### src/rtl/gemm_pkg.sv
// Shared GEMM kernel parameters, address-width helper and the kernel sequencer state type.
package gemm_pkg;

    localparam int N_WI = 4;
    localparam int N_K  = 8;
    localparam int N_CT = 4;

    function automatic int aw(input int n);
        return (n <= 1) ? 1 : $clog2(n);
    endfunction

    localparam int KR_AW = aw(N_WI * N_K);
    localparam int KP_AW = aw(N_K);

    typedef enum logic [2:0] {
        IDLE,
        ISSUE,
        FLUSH,
        FIN,
        DRAIN,
        DONE
    } kctrl_state_t;

endpackage

### src/rtl/kctrl_delay.sv
// Fixed-depth shift register with synchronous clear; aligns MAC controls with buffer read data.
module kctrl_delay
    import gemm_pkg::*;
#(
    parameter int W     = 2,
    parameter int DEPTH = 1
) (
    input  logic         clk,
    input  logic         clr,
    input  logic [W-1:0] din,
    output logic [W-1:0] dout
);

    logic [W-1:0] pipe [DEPTH];

    always_ff @(posedge clk) begin
        if (clr) begin
            for (int i = 0; i < DEPTH; i++) pipe[i] <= '0;
        end else begin
            pipe[0] <= din;
            for (int i = 1; i < DEPTH; i++) pipe[i] <= pipe[i-1];
        end
    end

    assign dout = pipe[DEPTH-1];

endmodule

### src/rtl/kernel_ctrl.sv
// GEMM kernel sequencer: N_WI rows x N_K reduction steps, buffer reads, MAC controls, row/batch handshakes.
// Build option KCTRL_PERF_EN adds the perf_busy / perf_stall cycle counters.
//
// state | meaning
// IDLE  | waiting for s_init
// ISSUE | one source/param read per cycle, k = 0..N_K-1
// FLUSH | RD_LAT cycles while the last reads reach the MACs
// FIN   | k_fin pulse to out_ctrl
// DRAIN | waiting for out_ctrl to finish draining the row
// DONE  | s_fin pulse to batch_ctrl
module kernel_ctrl
    import gemm_pkg::*;
#(
    parameter int  N_WI   = gemm_pkg::N_WI,
    parameter int  N_K    = gemm_pkg::N_K,
    parameter int  RD_LAT = 1,
    localparam int KR_W   = aw(N_WI * N_K),
    localparam int KP_W   = aw(N_K)
) (
    input  logic            clk,
    input  logic            reset,
    input  logic            run,
    input  logic            s_init,
    input  logic            out_busy,
    output logic [KR_W-1:0] kr_a,
    output logic [KP_W-1:0] kp_a,
    output logic            acc_clr,
    output logic            acc_en,
    output logic            k_fin,
    output logic            s_fin,
    output logic            busy,
    output logic            err
`ifdef KCTRL_PERF_EN
    ,
    output logic [31:0]     perf_busy,
    output logic [31:0]     perf_stall
`endif
);

    localparam int WI_W = aw(N_WI);
    localparam int FT_W = aw(RD_LAT);

    kctrl_state_t    state, state_nx;
    logic [KP_W-1:0] k, k_nx;
    logic [WI_W-1:0] wi, wi_nx;
    logic [FT_W-1:0] ft, ft_nx;
    logic            clr;
    logic            issue;
    logic            first;
    logic [1:0]      mac_dly;

    // run low behaves exactly like reset, including flushing in-flight MAC controls
    assign clr = reset | ~run;

    always_ff @(posedge clk) begin
        if (clr) begin
            state <= IDLE;
            k     <= '0;
            wi    <= '0;
            ft    <= '0;
            err   <= 1'b0;
        end else begin
            state <= state_nx;
            k     <= k_nx;
            wi    <= wi_nx;
            ft    <= ft_nx;
            if (s_init && state != IDLE) err <= 1'b1;
        end
    end

    always_comb begin
        state_nx = state;
        k_nx     = k;
        wi_nx    = wi;
        ft_nx    = ft;
        issue    = 1'b0;
        k_fin    = 1'b0;
        s_fin    = 1'b0;
        case (state)
            IDLE: begin
                if (s_init) begin
                    state_nx = ISSUE;
                    k_nx     = '0;
                    wi_nx    = '0;
                end
            end
            ISSUE: begin
                issue = 1'b1;
                if (k == KP_W'(N_K - 1)) begin
                    state_nx = FLUSH;
                    k_nx     = '0;
                    ft_nx    = FT_W'(RD_LAT - 1);
                end else begin
                    k_nx = k + 1'b1;
                end
            end
            FLUSH: begin
                if (ft == '0) state_nx = FIN;
                else          ft_nx    = ft - 1'b1;
            end
            FIN: begin
                k_fin    = 1'b1;
                state_nx = DRAIN;
            end
            DRAIN: begin
                if (!out_busy) begin
                    if (wi == WI_W'(N_WI - 1)) begin
                        state_nx = DONE;
                        wi_nx    = '0;
                    end else begin
                        state_nx = ISSUE;
                        wi_nx    = wi + 1'b1;
                    end
                end
            end
            DONE: begin
                s_fin    = 1'b1;
                state_nx = IDLE;
            end
            default: state_nx = IDLE;
        endcase
    end

    assign busy  = (state != IDLE);
    assign first = issue && (k == '0);
    assign kr_a  = issue ? (KR_W'(wi) * KR_W'(N_K) + KR_W'(k)) : '0;
    assign kp_a  = issue ? k : '0;

    kctrl_delay #(
        .W     (2),
        .DEPTH (RD_LAT)
    ) u_dly (
        .clk  (clk),
        .clr  (clr),
        .din  ({issue, first}),
        .dout (mac_dly)
    );

    assign acc_en  = mac_dly[1];
    assign acc_clr = mac_dly[0];

`ifdef KCTRL_PERF_EN
    always_ff @(posedge clk) begin
        if (clr) begin
            perf_busy  <= '0;
            perf_stall <= '0;
        end else begin
            if (busy && perf_busy != '1)             perf_busy  <= perf_busy + 32'd1;
            if (state == DRAIN && perf_stall != '1)  perf_stall <= perf_stall + 32'd1;
        end
    end
`endif

endmodule

### config.mk
export PLATFORM = sky130hd
export DESIGN_NAME = kernel_ctrl
export DESIGN_NICKNAME = d
export VERILOG_FILES = /design/src/rtl/gemm_pkg.sv /design/src/rtl/kctrl_delay.sv /design/src/rtl/kernel_ctrl.sv
export SDC_FILE = /design/constraint.sdc
export NUM_CORES = 1
export LEC_CHECK = 0
export CAP_MARGIN = 20
export CORE_MARGIN = 10
export CORE_UTILIZATION = 29
export DETAILED_ROUTE_END_ITERATION = 12
export PLACE_DENSITY_LB_ADDON = 0.08
export SYNTH_ARGS = -nofsm -noshare
export SYNTH_HDL_FRONTEND = slang
export SYNTH_SLANG_ARGS = --single-unit
### constraint.sdc
create_clock -name clk -period 2.54 [get_ports clk]
set_input_delay 0.762 -clock clk [delete_from_list [all_inputs] [get_ports clk]]
set_output_delay 0.762 -clock clk [all_outputs]
set_load 0.005 [all_outputs]
==> results of run 1 <==
## what timing repair did
action                                  in CTS  in global routing
endpoints found under the hold margin        0                  0
setup buffers                                0                  2
gates resized for setup                      1                  2
endpoints found under the setup margin       4                  6
pin swaps                                    0                  1
## how the worst max path moves through the flow
stage	startpoint	to	slack, ns	depth (start not counted)
after floorplan	state[1]	kr_a[1]	0.70	5
after global placement	out_busy	wi[0]	0.27	5
after detailed placement	state[2]	kr_a[1]	0.27	4
after CTS	state[0]	kr_a[1]	0.001	3
after global routing	state[2]	kr_a[1]	0.001	4
final	state[2]	kr_a[1]	0.13	4
## final cells by class
class | instances | share of cell area
Multi-Input combinational cell | 54 | 0.405
Sequential cell | 11 | 0.254
Timing Repair Buffer | 23 | 0.249
Tap cell | 27 | 0.0387
Clock buffer | 3 | 0.0258
Inverter | 5 | 0.0215
Clock inverter | 1 | 0.00573
## state kept, by name, indices dropped and copies added, names as in the netlist
name / cells
wi: 2
state: 3
k: 3
u_dly.pipe: 2
err: 1
## stage by stage
stage,hold slack (ns),utilization,power (W),std cells
6_report,0.489,0.432,0.000352,124
5_1_grt,0.543,0.432,0.000374,124
4_1_cts,0.486,0.421,0.000355,122
3_5_place_dp,0.466,0.407,0.000231,118
3_3_place_gp,0.454,0.407,0.000232,118
2_1_floorplan,0.457,-,0.000211,77
## cell usage in the layout, fill, tap and decap left out
cell,instances
and3_1,3
and2b_4,1
nand3b_1,1
nor3_1,1
clkdlybuf4s50_1,18
and2b_1,1
dfxtp_1,10
a32oi_1,1
clkbuf_4,3
o21ai_2,1
or2b_1,1
nor3b_1,2
ha_1,4
a21oi_1,6
o21ai_0,4
or4b_1,1
o21a_1,1
nand2b_1,3
clkinv_2,1
mux2i_1,1
nor2_4,2
nor2_1,12
inv_1,5
nand2_1,3
and3b_1,2
buf_4,5
dfxtp_2,1
a22oi_1,3
## routing by layer
metal	up-vias	wire length, um	GRT usage
met5	-	0	0
met1	251	693	0.0834
met2	15	670	0.109
met3	2	135	0.0468
li1	298	-	-
met4	0	12	0.0157
## critical path: cells and delay by family (launching register included)
family | cells | cell delay (ns)
buffers and inverters | 1 | 0.54
DFF | 1 | 0.39
and+or+nand+nor | 3 | 0.45
## cell families after synthesis
group           after synthesis  share of synthesized area
compound gates               16                      0.154
fa+ha+maj                     4                     0.0791
buf+inv                      12                      0.105
flops                        11                      0.348
mux                           1                     0.0158
simple gates                 33                      0.298
## power by group
part           total (W)  internal, W  switching [W]
combinational  0.0000486    0.0000262      0.0000224
sequential      0.000181     0.000176     0.00000535
clock           0.000122    0.0000583      0.0000639
==> run_results.csv, run 1 <==
group,metric,value,unit
critical_path,cp.arrival,1.64,ns
finish,final_cell_area,873,um^2
detailed_routing,totalWireLength,1.51,mm
clock_tree,h-tree-depth,1,
logic_synthesis,synth_seq_area_share,0.348,
detailed_routing,drc,0,
pwr,power.density,403,nW/um^2
grt,grt_max_degree,15,
finish,layout.area.seq,221,um^2
grt,antenna_found_initial,0,
logic_synthesis,yosysMostFrequentCell,"nor2_1",
grt,grt_pass1_wl,2.48,mm
sta,setup_viol,0,
sta,skew,0.000400,ns
floorplanning,coreArea,2020,um^2
hold_path,hold_end,"err",
flow_run,drv_cap,0,
sta,maxSlewHeadroom,0.745,
hold_path,hold_depth,2,
logic_synthesis,synthesis.nets,86,
sta,setup_tns,0,ns
sta,timing.final.crit_share,0.948,
finish,multi_input_area,354,um^2
logic_synthesis,synth_cell_types,27,
critical_path,rr_worst_depth,5,
critical_path,cp_max_fo,7,
finish,fin_nets,107,
logic_synthesis,synthTopCellsByArea,"dfxtp_1 (35%), ha_1 (7.9%), nor2_1 (7.7%)",
detailed_routing,drt_pass1_iterations,4,
critical_path,slowest_stage,"clkdlybuf4s50_1",
grt,grt-ovfl-total,0,
clock_tree,hold_buffers,0,
detailed_routing,vias_per_cell,4.56,
logic_synthesis,synthesis.area,633,um^2
logic_synthesis,yosysTopAreaCell,"dfxtp_1",
sta,fmax,416,MHz
detailed_routing,drt_iter0_markers,9,
placed_design,post-dp-hpwl,1.15,mm
sta,rsz0062_at_grt,"false",
hold_path,min_path_type,"register to register",
critical_path,r2r_slack,0.98,ns
critical_path,r2r_start,"state[2]",
clock_tree,cts_tree,"built",
clock_tree,path_clk_slew,0.08,ns
clock_tree,cts_root_buf,"clkbuf_4",
finish,layout-drive-gt1-share,0.144,
critical_path,setup.worst_path.start_class,"register",
finish,syn2layout_area_growth,37.9,%
sta,setup_ws,0.133,ns
clock_tree,cts_sinks,11,
sta,drv_slew,0,
floorplanning,ios,19,
critical_path,required,1.78,ns
grt,grt_pass1_vias,531,
placed_design,gp_congestion,0.791,
pwr,p_leak,0.367,nW
logic_synthesis,synth_flop_cell,"dfxtp_1",
sta,final.min_clock_period,2.41,ns
critical_path,timing.rr.end,"wi[0]",
logic_synthesis,synth_commonest_cells,"nor2_1 (13), dfxtp_1 (11), a21oi_1 (6)",
placed_design,dp_slack,0.273,ns
logic_synthesis,async_reset_ff_frac,0,
clock_tree,clk_latency,0.27,ns
critical_path,worstSetupPathType,"register to primary output",
pwr,vdd_drop_max,0.000263,V
detailed_routing,drt.antenna.violating_nets,0,
placed_design,place.port_buffers,18,
logic_synthesis,avgSynthCellArea,8.22,um^2
clock_tree,cts_buffers,3,
critical_path,cpPeakStageDelay,0.54,ns
logic_synthesis,ys_ff_latch,11,
logic_synthesis,synth_top_area_frac,0.348,
detailed_routing,vias,566,
critical_path,crit_path_cell_trace,"nor2_4, nand2_1, nor2_1, clkdlybuf4s50_1",
logic_synthesis,netlist_instances,77,
sta,hold_violations,0,
clock_tree,clk_path_buf_depth,2,
logic_synthesis,yosysWarnings,0,
critical_path,critPathCaptureType,"primary output",
hold_path,hold_path.startpoint,"err",
sta,tightest_slew,0.382,ns
run_status,status,"complete, no violations",
detailed_routing,wl_per_cell,12.2,um
placed_design,place_area,822,um^2
floorplanning,die_h,66.7,um
floorplanning,rows,16,
floorplanning,initial_core_util,0.313,
finish,fill_cells,214,
logic_synthesis,synth_edf_count,0,
finish,diodes,0,
grt,grt_usage,0.0724,
floorplanning,die_w,66.7,um
floorplanning,die-area,4450,um^2
No activity file was read; power rests on OpenSTA's default activity.
==> inputs of run 2 (changes only) <==
--- a/config.mk
+++ b/config.mk
@@ -7,7 +7,7 @@
 export LEC_CHECK = 0
 export CAP_MARGIN = 20
 export CORE_MARGIN = 10
-export CORE_UTILIZATION = 29
+export CORE_UTILIZATION = 41
 export DETAILED_ROUTE_END_ITERATION = 12
 export PLACE_DENSITY_LB_ADDON = 0.08
 export SYNTH_ARGS = -nofsm -noshare
==> run_results.csv, run 2 (same netlist as run 1, synthesis figures left out) <==
group,metric,value,unit
run_status,status,"complete, no violations",
critical_path,r2r_start,"state[2]",
clock_tree,cts_tree,"built",
pwr,power.density,414,nW/um^2
floorplanning,initial_core_util,0.425,
sta,fmax,416,MHz
critical_path,cp_max_fo,8,
finish,diodes,0,
detailed_routing,totalWireLength,1.50,mm
critical_path,cpPeakStageDelay,0.51,ns
finish,utilization,0.577,
clock_tree,h-tree-depth,1,
critical_path,slowest_stage,"clkdlybuf4s50_1",
grt,grt_max_degree,15,
hold_path,min_path_type,"register to register",
floorplanning,die-area,3520,um^2
floorplanning,rows,14,
clock_tree,clk_latency,0.27,ns
clock_tree,path_clk_slew,0.08,ns
sta,maxSlewHeadroom,0.731,
detailed_routing,drt.antenna.violating_nets,0,
sta,hold_violations,0,
critical_path,cp.arrival,1.64,ns
clock_tree,cts_root_buf,"clkbuf_4",
critical_path,path_delay_family,"buffers and inverters",
critical_path,critPathBufInv,2,
finish,reg_top3,"k x3, state x3",
critical_path,crit_path_cell_trace,"buf_4, or2b_1, nor2_1, clkdlybuf4s50_1",
detailed_routing,dr_wl_met2,633,um
detailed_routing,vias,592,
critical_path,r2r_slack,1.16,ns
clock_tree,clk_path_buf_depth,2,
grt,grt_pass1_vias,577,
floorplanning,ios,19,
hold_path,hold_path.startpoint,"err",
critical_path,setup.worst_path.start_class,"register",
detailed_routing,vias_per_cell,5.24,
placed_design,gp_congestion,0.780,
floorplanning,coreArea,1490,um^2
finish,mostFrequentLayoutCell,"clkdlybuf4s50_1",
critical_path,critPathLaunch,"state[1]",
sta,setup_tns,0,ns
sta,timing.final.crit_share,0.948,
detailed_routing,drt_pass1_iterations,4,
sta,rsz0062_at_grt,"false",
sta,setup_viol,0,
detailed_routing,drc,0,
clock_tree,cts_sinks,11,
detailed_routing,drt_iter0_markers,8,
critical_path,critPathCaptureType,"primary output",
detailed_routing,wl_per_cell,13.3,um
grt,grt-ovfl-total,0,
finish,syn2layout_area_growth,35.8,%
detailed_routing,highest_layer,"met4",
detailed_routing,m1WireLength,700,um
grt,grt_usage,0.0921,
pwr,p_leak,0.364,nW
sta,drv_slew,0,
grt,antenna_found_initial,0,
critical_path,required,1.78,ns
detailed_routing,met3_length,141,um
flow_run,drv_cap,0,
sta,tightest_slew,0.403,ns
placed_design,post-dp-hpwl,1.08,mm
finish,final_cell_mix,"clkdlybuf4s50_1 (18), nor2_1 (12), dfxtp_1 (9), a21oi_1 (6)",
floorplanning,die_w,59.3,um
grt,grt_pass1_wl,2.55,mm
clock_tree,cts_buffers,3,
pwr,vdd_drop_max,0.000340,V
finish,fin_nets,107,
floorplanning,die_h,59.3,um
sta,skew,0.00207,ns
critical_path,worstSetupPathType,"register to primary output",
sta,final.min_clock_period,2.41,ns
finish,layout-drive-gt1-share,0.144,
placed_design,place.port_buffers,18,
==> run 2: final timing paths <==
| check | endpoint | cells past startpoint |
|---|---|---|
| setup / recovery | s_fin | 4 |
| hold / removal | err | 2 |
| setup reg to reg | wi[0] | 4 |
| hold reg to reg | err | 2 |
==> run 2: timing repair <==
action | 4_1_cts | 5_1_grt
setup endpoints to repair | 4 | 6
setup buffers | 0 | 3
resized for setup | 1 | 3
pin swaps | 0 | 1
hold buffers | 0 | 0
==> run 2: worst register-to-register path, delay by kind of cell (launching register included) <==
family,cells,cell delay (ns)
AND/OR/NAND/NOR,2,0.73
flip-flops,1,0.39
AO/OA/AOI/OAI,2,0.19
==> run 2: power by group <==
part           total [W]  internal, W  switching [W]
logic          0.0000496    0.0000270      0.0000226
registers       0.000181     0.000176     0.00000531
clock network   0.000125    0.0000609      0.0000646
==> run 2: metal layers <==
metal / track usage / vias up
li1: - / 298
met1: 0.112 / 273
met2: 0.126 / 17
met3: 0.0494 / 4
met4: 0.0459 / 0
met5: 0 / -
==> run 2: metrics by stage <==
| stage | power (W) | hold slack, ns | std cells | worst slack [ns] | area [um^2] |
|---|---|---|---|---|---|
| CTS | 0.000356 | 0.487 | 110 | 0.0247 | 830 |
| detailed placement | 0.000230 | 0.463 | 106 | 0.225 | 801 |
| global placement | 0.000230 | 0.457 | 106 | 0.295 | 801 |
| floorplan | 0.000211 | 0.457 | 77 | 0.705 | 633 |
| global route | 0.000378 | 0.523 | 113 | 0.0411 | 860 |
| finish | 0.000356 | 0.480 | 113 | 0.133 | 860 |
==> run 2: final cells by class <==
type	instances	area (um^2)
clock buffer	4	26.3
fill	140	629
inverter	5	18.8
multi-input combinational	54	354
sequential	11	223
tap	16	20.0
timing repair buffer	23	218
